[config.mk]
export PLATFORM = sky130hd
export DESIGN_NAME = sdram_cmd_responder
export DESIGN_NICKNAME = d
export VERILOG_FILES = /design/src/rtl/sdram_cmd_responder.sv
export SDC_FILE = /design/constraint.sdc
export NUM_CORES = 1
export LEC_CHECK = 0
export BUFFER_PORTS_ARGS = -buffer_cell sky130_fd_sc_hd__clkbuf_2
export CAP_MARGIN = 40
export CORE_ASPECT_RATIO = 1.25
export CORE_MARGIN = 2
export CORE_UTILIZATION = 40
export DETAILED_ROUTE_END_ITERATION = 8
export HOLD_SLACK_MARGIN = 0.06
export PLACE_DENSITY_LB_ADDON = 0.25
export RECOVER_POWER = 25
export SETUP_SLACK_MARGIN = 0.2
export SYNTH_ARGS = -nofsm -noshare
export SYNTH_HDL_FRONTEND = slang
export SYNTH_SLANG_ARGS = --single-unit
[constraint.sdc]
create_clock -name CLK -period 6.2 [get_ports CLK]
set_input_delay 1.24 -clock CLK [delete_from_list [all_inputs] [get_ports CLK]]
set_output_delay 1.24 -clock CLK [all_outputs]
set_load 0.05 [all_outputs]
[src/rtl/sdram_cmd_responder.sv]
// Device-side SDRAM command responder: decodes the controller's command bus, enforces
// init order and tRP/tRFC/tMRD/tRCD/tREFI timing, serves READ/WRITE and reports violations.
module sdram_cmd_responder #(
    parameter int T_RP   = 2,
    parameter int T_RFC  = 8,
    parameter int T_MRD  = 2,
    parameter int T_RCD  = 2,
    parameter int CL     = 2,
    parameter int T_REFI = 1024
) (
    input  logic        CLK,
    input  logic        RESET,
    input  logic [7:0]  cmd,
    input  logic [3:0]  addr,
    input  logic [15:0] wr_data,
    output logic [15:0] rd_data,
    output logic        rd_valid,
    output logic [3:0]  bank_open,
    output logic        init_done,
    output logic        busy,
    output logic        err,
    output logic [2:0]  err_code,
    output logic [7:0]  err_count
);
    localparam int BMAX = (T_RP > T_RFC) ? ((T_RP > T_MRD) ? T_RP : T_MRD)
                                         : ((T_RFC > T_MRD) ? T_RFC : T_MRD);
    localparam int BW   = $clog2(BMAX + 1);
    localparam int RCW  = $clog2(T_RCD + 1);
    localparam int RW   = $clog2(T_REFI + 1);

    typedef enum logic [2:0] {W_PRE, W_REF1, W_REF2, W_MODE, READY} state_t;

    state_t          state_q, state_d;
    logic [3:0]      bank_open_q, bank_open_d;
    logic            init_done_q, init_done_d;
    logic [BW-1:0]   busy_cnt_q, busy_cnt_d;
    logic [RW-1:0]   refi_q, refi_d;
    logic            err_q, err_d;
    logic [2:0]      err_code_q, err_code_d;
    logic [7:0]      err_count_q, err_count_d;
    logic [RCW-1:0]  trcd_q [0:3];
    logic [CL-1:0]   vld_q;
    logic [15:0]     dat_q [0:CL-1];
    logic [15:0]     mem [0:63];

    logic            active, a10;
    logic [2:0]      op;
    logic [1:0]      ba;
    logic            is_act, is_rd, is_wr, is_pre, is_ref, is_lmr, is_rw, is_nop;
    logic            expected, accept, refi_hit;
    logic [2:0]      cmd_code;

    assign active = cmd[7] & ~cmd[6];
    assign op     = cmd[5:3];
    assign ba     = cmd[2:1];
    assign a10    = cmd[0];
    assign is_act = active && (op == 3'b011);
    assign is_rd  = active && (op == 3'b101);
    assign is_wr  = active && (op == 3'b100);
    assign is_pre = active && (op == 3'b010);
    assign is_ref = active && (op == 3'b001);
    assign is_lmr = active && (op == 3'b000);
    assign is_rw  = is_rd | is_wr;
    assign is_nop = ~(is_act | is_rw | is_pre | is_ref | is_lmr);

    // Command checking in priority order; a nonzero code drops the command.
    always_comb begin
        expected = 1'b0;
        cmd_code = 3'd0;
        case (state_q)
            W_PRE:          expected = is_pre & a10;
            W_REF1, W_REF2: expected = is_ref;
            W_MODE:         expected = is_lmr;
            default:        expected = 1'b0;
        endcase
        if (!is_nop) begin
            if (state_q != READY && !expected)
                cmd_code = 3'd1;
            else if (busy_cnt_q != '0)
                cmd_code = 3'd2;
            else if (state_q == READY) begin
                if (is_act && bank_open_q[ba])
                    cmd_code = 3'd3;
                else if (is_rw && !bank_open_q[ba])
                    cmd_code = 3'd4;
                else if (is_ref && (|bank_open_q))
                    cmd_code = 3'd6;
                else if (is_rw && (trcd_q[ba] != '0))
                    cmd_code = 3'd5;
            end
        end
    end

    assign accept   = !is_nop && (cmd_code == 3'd0);
    assign refi_hit = (state_q == READY) && (refi_q == RW'(T_REFI - 1)) && !(accept && is_ref);

    always_comb begin
        state_d     = state_q;
        bank_open_d = bank_open_q;
        busy_cnt_d  = (busy_cnt_q != '0) ? busy_cnt_q - 1'b1 : busy_cnt_q;
        refi_d      = refi_q;
        err_code_d  = err_code_q;
        err_count_d = err_count_q;
        if (accept) begin
            case (state_q)
                W_PRE:   state_d = W_REF1;
                W_REF1:  state_d = W_REF2;
                W_REF2:  state_d = W_MODE;
                W_MODE:  state_d = READY;
                default: state_d = state_q;
            endcase
            if (is_act)
                bank_open_d[ba] = 1'b1;
            if (is_pre && a10)
                bank_open_d = 4'b0000;
            if ((is_pre && !a10) || (is_rw && a10))
                bank_open_d[ba] = 1'b0;
            if (is_pre || (is_rw && a10))
                busy_cnt_d = BW'(T_RP - 1);
            if (is_ref)
                busy_cnt_d = BW'(T_RFC - 1);
            if (is_lmr)
                busy_cnt_d = BW'(T_MRD - 1);
        end
        if (accept && is_ref)
            refi_d = '0;
        else if (state_q == READY && refi_q != RW'(T_REFI))
            refi_d = refi_q + 1'b1;
        err_d = (cmd_code != 3'd0) || refi_hit;
        if (err_code_q == 3'd0)
            err_code_d = (cmd_code != 3'd0) ? cmd_code : (refi_hit ? 3'd7 : 3'd0);
        if (err_d && err_count_q != 8'hFF)
            err_count_d = err_count_q + 8'd1;
        init_done_d = (state_d == READY);
    end

    always_ff @(posedge CLK or negedge RESET) begin
        if (!RESET) begin
            state_q     <= W_PRE;
            bank_open_q <= 4'b0000;
            init_done_q <= 1'b0;
            busy_cnt_q  <= '0;
            refi_q      <= '0;
            err_q       <= 1'b0;
            err_code_q  <= 3'd0;
            err_count_q <= 8'd0;
        end else begin
            state_q     <= state_d;
            bank_open_q <= bank_open_d;
            init_done_q <= init_done_d;
            busy_cnt_q  <= busy_cnt_d;
            refi_q      <= refi_d;
            err_q       <= err_d;
            err_code_q  <= err_code_d;
            err_count_q <= err_count_d;
        end
    end

    genvar gi;
    generate
        for (gi = 0; gi < 4; gi++) begin : g_trcd
            always_ff @(posedge CLK or negedge RESET) begin
                if (!RESET)
                    trcd_q[gi] <= '0;
                else if (accept && is_act && ba == 2'(gi))
                    trcd_q[gi] <= RCW'(T_RCD - 1);
                else if (trcd_q[gi] != '0)
                    trcd_q[gi] <= trcd_q[gi] - 1'b1;
            end
        end
    endgenerate

    // Data path carries no reset; the output mux below presents zero whenever no strobe.
    always_ff @(posedge CLK) begin
        if (accept && is_wr)
            mem[{ba, addr}] <= wr_data;
        dat_q[0] <= mem[{ba, addr}];
        for (int i = 1; i < CL; i++)
            dat_q[i] <= dat_q[i-1];
    end

    always_ff @(posedge CLK or negedge RESET) begin
        if (!RESET) begin
            vld_q <= '0;
        end else begin
            vld_q[0] <= accept && is_rd;
            for (int i = 1; i < CL; i++)
                vld_q[i] <= vld_q[i-1];
        end
    end

    assign rd_valid  = vld_q[CL-1];
    assign rd_data   = vld_q[CL-1] ? dat_q[CL-1] : 16'h0000;
    assign bank_open = bank_open_q;
    assign init_done = init_done_q;
    assign busy      = (busy_cnt_q != '0);
    assign err       = err_q;
    assign err_code  = err_code_q;
    assign err_count = err_count_q;
endmodule
* Yosys cells after proc, flatten, opt, wreduce, memory -nomap -nowiden
Memories as Yosys holds them, arrays and structs flattened. Index checks and enable logic that the tools add are counted.
Word-level totals: input bits 30, memories kept 2, memory bits (writable) 1056, register bits after elaboration 45, logic and storage cells 150, output and inout port bits 35
Memories:
- mem | words 64, bits a word 16, read ports 1, clocked after memory_dff 0, wr ports 1, line 44 | logic [15:0] mem [0:63];
- dat_q | words 2, bits a word 16, read ports 2, clocked after memory_dff 0, wr ports 2, line 43 | logic [15:0] dat_q [0:CL-1];
Cells by class: muxes and demuxes 42, bitwise gates (word level) 12, $lt $le $gt $ge 3, equal/unequal tests 17, reduce and logical (&&, ||, !) cells 54, add/sub/neg operators 7
Operators by type and width (number):
- $mux 4 | 9
- $mux 3 | 11
- $logic_and 1x1->1 | 28
- $mux 11 | 2
- $mux 2 | 10
- $reduce_bool 2->1 | 10
- $mux 16 | 1
- $eq 3x2->1 const B | 4
- $eq 3x3->1 const B | 4
- $logic_not 3->1 | 4
- $pmux 3 s4 | 1
- $add 11x1->11 const B | 1
- $eq 11x10->1 const B | 1
- $ne 11x11->1 const B | 1
- $add 8x1->8 const B | 1
- $ne 8x8->1 const B | 1
- $sub 2x1->2 const B | 4
- $eq 3x1->1 const B | 2
- $or 1x1->1 | 5
- $and 4x4->4 | 1
- $bmux 2 s2 | 1
- $eq 2x2->1 const B | 2
- $logic_not 1->1 | 4
- $mux 1 | 4
- other kinds (20) | 23

* Depth between registers and ports, before layout
depth in word-level cells 21, gate-level depth with buffers 11, depth with buffers taken out 9

* Least setup slack after synthesis
OpenSTA, ideal clock, no wires.
path kind input -> register, start input cmd[2], end memory mem[16][0] (enable), buffers on the path 2, arrival time 3.779 ns, required time 5.812 ns, stages 9, library setup time 0.388 ns, slack 2.032 ns, cells stage by stage clkbuf_1 -> mux4_2 -> nand4_1 -> nand3_1 -> and3_1 -> nor3_2 -> buf_4 -> nand3_4 -> nor2_1
On the way: cells in the longest elaborated chain, start to end 19, elaborated cells on any way between the ends 24, classes of those cells 15 x mux; 1 x bitwise; 8 x reduce/logical
Ends and longest elaborated chain:
- start: declaration | line 13 | input logic [7:0] cmd,
- $not 2->3 (implied by the code) | line 88 | else if (is_rw && (trcd_q[ba] != '0))
- $bmux 2 s2 | line 88
- $mux 2 (implied by the code) (2 in a row) | line 88
- $reduce_bool 2->1 | line 88
- $logic_and 1x1->1 | line 88
- $mux 3 | line 88
- $mux 3 | line 86 | else if (is_ref && (|bank_open_q))
- $mux 3 | line 84 | else if (is_rw && !bank_open_q[ba])
- [2 not listed]
- $mux 3 | line 79 | else if (busy_cnt_q != '0)
- $mux 3 | line 77 | if (state_q != READY && !expected)
- $mux 3 | line 76 | if (!is_nop) begin
- $logic_not 3->1 | line 94 | assign accept = !is_nop && (cmd_code == 3'd0);
- $logic_and 1x1->1 | line 94
- $logic_and 1x1->1 | line 175 | if (accept && is_wr)
- $mux 1 | line 175
- $mux 1 (implied by the code) | line 176 | mem[{ba, addr}] <= wr_data;
- end: declaration | line 44
Parallel ways exist; a longest one is shown, timed or not. The select of a mux whose other input is x is not followed.

* Worst setup path after layout
start input wr_data[4], end memory mem[9][4], data pin
RTL lines:
- start: declaration | line 15 | input logic [15:0] wr_data,
Straight into the memory's write port.

==> flow_summary.json <==
{
  "hp-start": "dat_q[0][11]",
  "final.setup.worst_slack_ns": 1.75,
  "grt_remaining_overflow": 0,
  "layout_common_cells": "edfxtp_1, buf_4, mux2i_1",
  "synth_edf_count": 1024,
  "cts.repair.resized": 0,
  "synthCells": 2417,
  "area_growth_pct": 15.2,
  "track_usage": 0.249,
  "clock_path_buffers": 3,
  "synth_warnings": 0,
  "die-area_um2": 108000,
  "crit_path_end_kind": "flip-flop",
  "detail_route.first_pass.iterations": 6,
  "startpoint_type": "primary input",
  "fin_skew_ns": 0.0301,
  "dr.first_iter.drc_count": 3423,
  "syn_area_um2": 42300,
  "place_hpwl_um": 84200,
  "whs_path_depth": 0,
  "synthFlopType": "edfxtp_1",
  "h-tree-depth": 3,
  "root_buffer": "clkbuf_16",
  "fp-row-count": 133,
  "die_h_um": 368,
  "ys_top_cells_by_area": "edfxtp_1, mux4_2, mux2i_1",
  "maxCapViolations": 12,
  "finalSetupTns_ns": 0,
  "worst-path-buf-inv": 3,
  "layout_commonest_cell": "edfxtp_1",
  "max_slew_margin": -1.72,
  "ir_drop_v": 0.000218,
  "clock_sink_count": 1101,
  "async_flop_share": 0.0409,
  "routed_via_density": 6.00,
  "tritoncts": "yes",
  "path_delay_family": "buffers and inverters",
  "synth.distinct_cells": 68,
  "report.final.setup_viol": 0,
  "rrSetupSlack_ns": 2.56,
  "synth_top_cell_by_area": "edfxtp_1",
  "via_count": 24824,
  "routed_wl_um": 135000,
  "antenna_found_initial": 15,
  "drive_gt1_frac": 0.190,
  "timing.rr.start": "bank_open[0]",
  "synth-seq-cells": 1101,
  "hp-class": "flip-flop to flip-flop",
  "worstPathRequired_ns": 6.10,
  "postRouteAntennaNets": 0,
  "start_util": 0.403,
  "core_area_um2": 105000,
  "postCtsSetupBuffers": 0,
  "power.density_nw_per_um2": 327,
  "crit_fanout": 64,
  "routedWlPerCell_um": 32.6,
  "grt_pass1_vias": 24509,
  "ff2ff_path_depth": 9,
  "r2r-end": "mem[1][3]",
  "power.static_leakage_nw": 16.1,
  "synth_nets": 2455,
  "path_class": "primary input to flip-flop",
  "port_buffers": 64,
  "worstHoldEndpoint": "dat_q[0][27]",
  "cp_slowest_cell": "clkbuf_1",
  "cp.arrival_ns": 4.35,
  "grt_pass1_wl_um": 189000,
  "cts_buffers": 102,
  "place_congestion": 0.948,
  "syn_area_per_cell_um2": 17.5,
  "slew_viol_final": 761,
  "cp_slowest_stage_delay_ns": 2.85,
  "fin_crit_sh": 0.718,
  "cp_cell_sequence": "clkbuf_2, clkbuf_4, clkbuf_1",
  "die_w_um": 295,
  "rsz0062_at_grt": "false",
  "synth_top_area_share": 0.727,
  "max_clock_freq_ghz": 0.225,
  "yosysSeqAreaShare": 0.769,
  "drc": 0,
  "ios": 65,
  "tightest_slew_ns": 4.09,
  "finalHoldViolCount": 0,
  "status": "finished, violations left",
  "fin_crit_ns": 4.45,
  "clkTransAtPathRegs_ns": 0.06,
  "final_nets": 2667,
  "clkLatencyLatePin_ns": 0.71,
  "post-place-ws_ns": 1.31,
  "violations": "capacitance limit, slew limit",
  "grt_max_degree": 65,
  "holdBufCountCts": 0
}
[flip-flops by register name, summed over array words and instances, names as in the netlist, 2 cells and up]
signal and count:
err_count 8, refi_q 11, vld_q 2, trcd_q 8, mem 1024, dat_q 32
state_q 3, bank_open 4, err_code 3, busy_cnt_q 4
[power by group]
part	switching [mW]	internal, mW
clock network	2.78	3.67
registers	0.0864	8.23
logic	0.835	0.348
total	3.70	12.2
[per-layer routing]
| metal | vias up | wire length (µm) | GRT usage | part of all wire |
|---|---|---|---|---|
| li1 | 10219 | - | - | - |
| met1 | 12864 | 50200 | 0.320 | 0.37 |
| met2 | 1394 | 63400 | 0.395 | 0.47 |
| met3 | 331 | 12400 | 0.0477 | 0.092 |
| met4 | 16 | 8760 | 0.140 | 0.065 |
| met5 | - | 107 | 0 | 0.00079 |
[final cells by class]
cell class,instances,area (µm²)
Multi-Input combinational cell,1164,9220
Timing Repair Buffer,240,1700
Clock inverter,68,681
Inverter,20,75.1
Tap cell,1417,1770
Fill cell,8869,56300
Clock buffer,122,2750
Antenna cell,4,10.0
Sequential cell,1101,32500
[worst max-delay path by stage]
| stage | from | end | slack (ns) | cells after the start |
|---|---|---|---|---|
| final | wr_data[4] | mem[9][4] | 1.75 | 3 |
| after floorplan | cmd[2] | mem[16][0] | 2.03 | 9 |
| after CTS | addr[0] | dat_q[0][12] | 2.05 | 8 |
| after detailed placement | addr[0] | dat_q[0][12] | 1.31 | 8 |
| after global placement | addr[1] | dat_q[0][12] | 1.27 | 8 |
| after global routing | wr_data[4] | mem[43][4] | 1.75 | 3 |
[metrics by stage]
| step | power, mW | cells | hold slack (ns) | cell area [µm²] | utilization |
|---|---|---|---|---|---|
| 2_1_floorplan | 9.05 | 2417 | 0.310 | 42300 | - |
| 3_3_place_gp | 9.59 | 3931 | 0.315 | 45200 | 0.431 |
| 3_5_place_dp | 9.63 | 3942 | 0.316 | 45300 | 0.432 |
| 4_1_cts | 16.0 | 4132 | 0.331 | 48800 | 0.465 |
| 5_1_grt | 16.4 | 4132 | 0.342 | 48700 | 0.464 |
| 6_report | 16.0 | 4136 | 0.331 | 48700 | 0.464 |
[synth_stat cells (56+ instances only)]
library cell  count
nand2_1          79
o22ai_1          56
clkbuf_1         66
nor2_1          161
a221oi_1         79
o21ai_0          69
mux2i_1         149
a21oi_1          79
mux4_2           69
edfxtp_1       1024
a22oi_1          98
[kinds of logic (layout without fill, tap and decap cells)]
family,count (synthesis),after routing,synth area share
compound gates,508,508,0.0854
xor+xnor,23,23,0.00476
fa+ha+maj,8,8,0.00237
buf+inv,152,450,0.0150
flops,1101,1101,0.769
mux,250,250,0.0805
other cells,0,4,0
simple gates,375,375,0.0431
[worst register-to-register path, stage by stage, from the launching register on]
cell and delay [ns]:
dfrtp_1 0.41, or4_1 0.59, and3_1 0.23, o2111ai_1 0.22
a21oi_1 0.16, nor3_4 0.23, buf_4 0.34, nand3_1 0.29
nor2_1 0.53, buf_4 0.33
No activity file was read; power rests on OpenSTA's default activity.
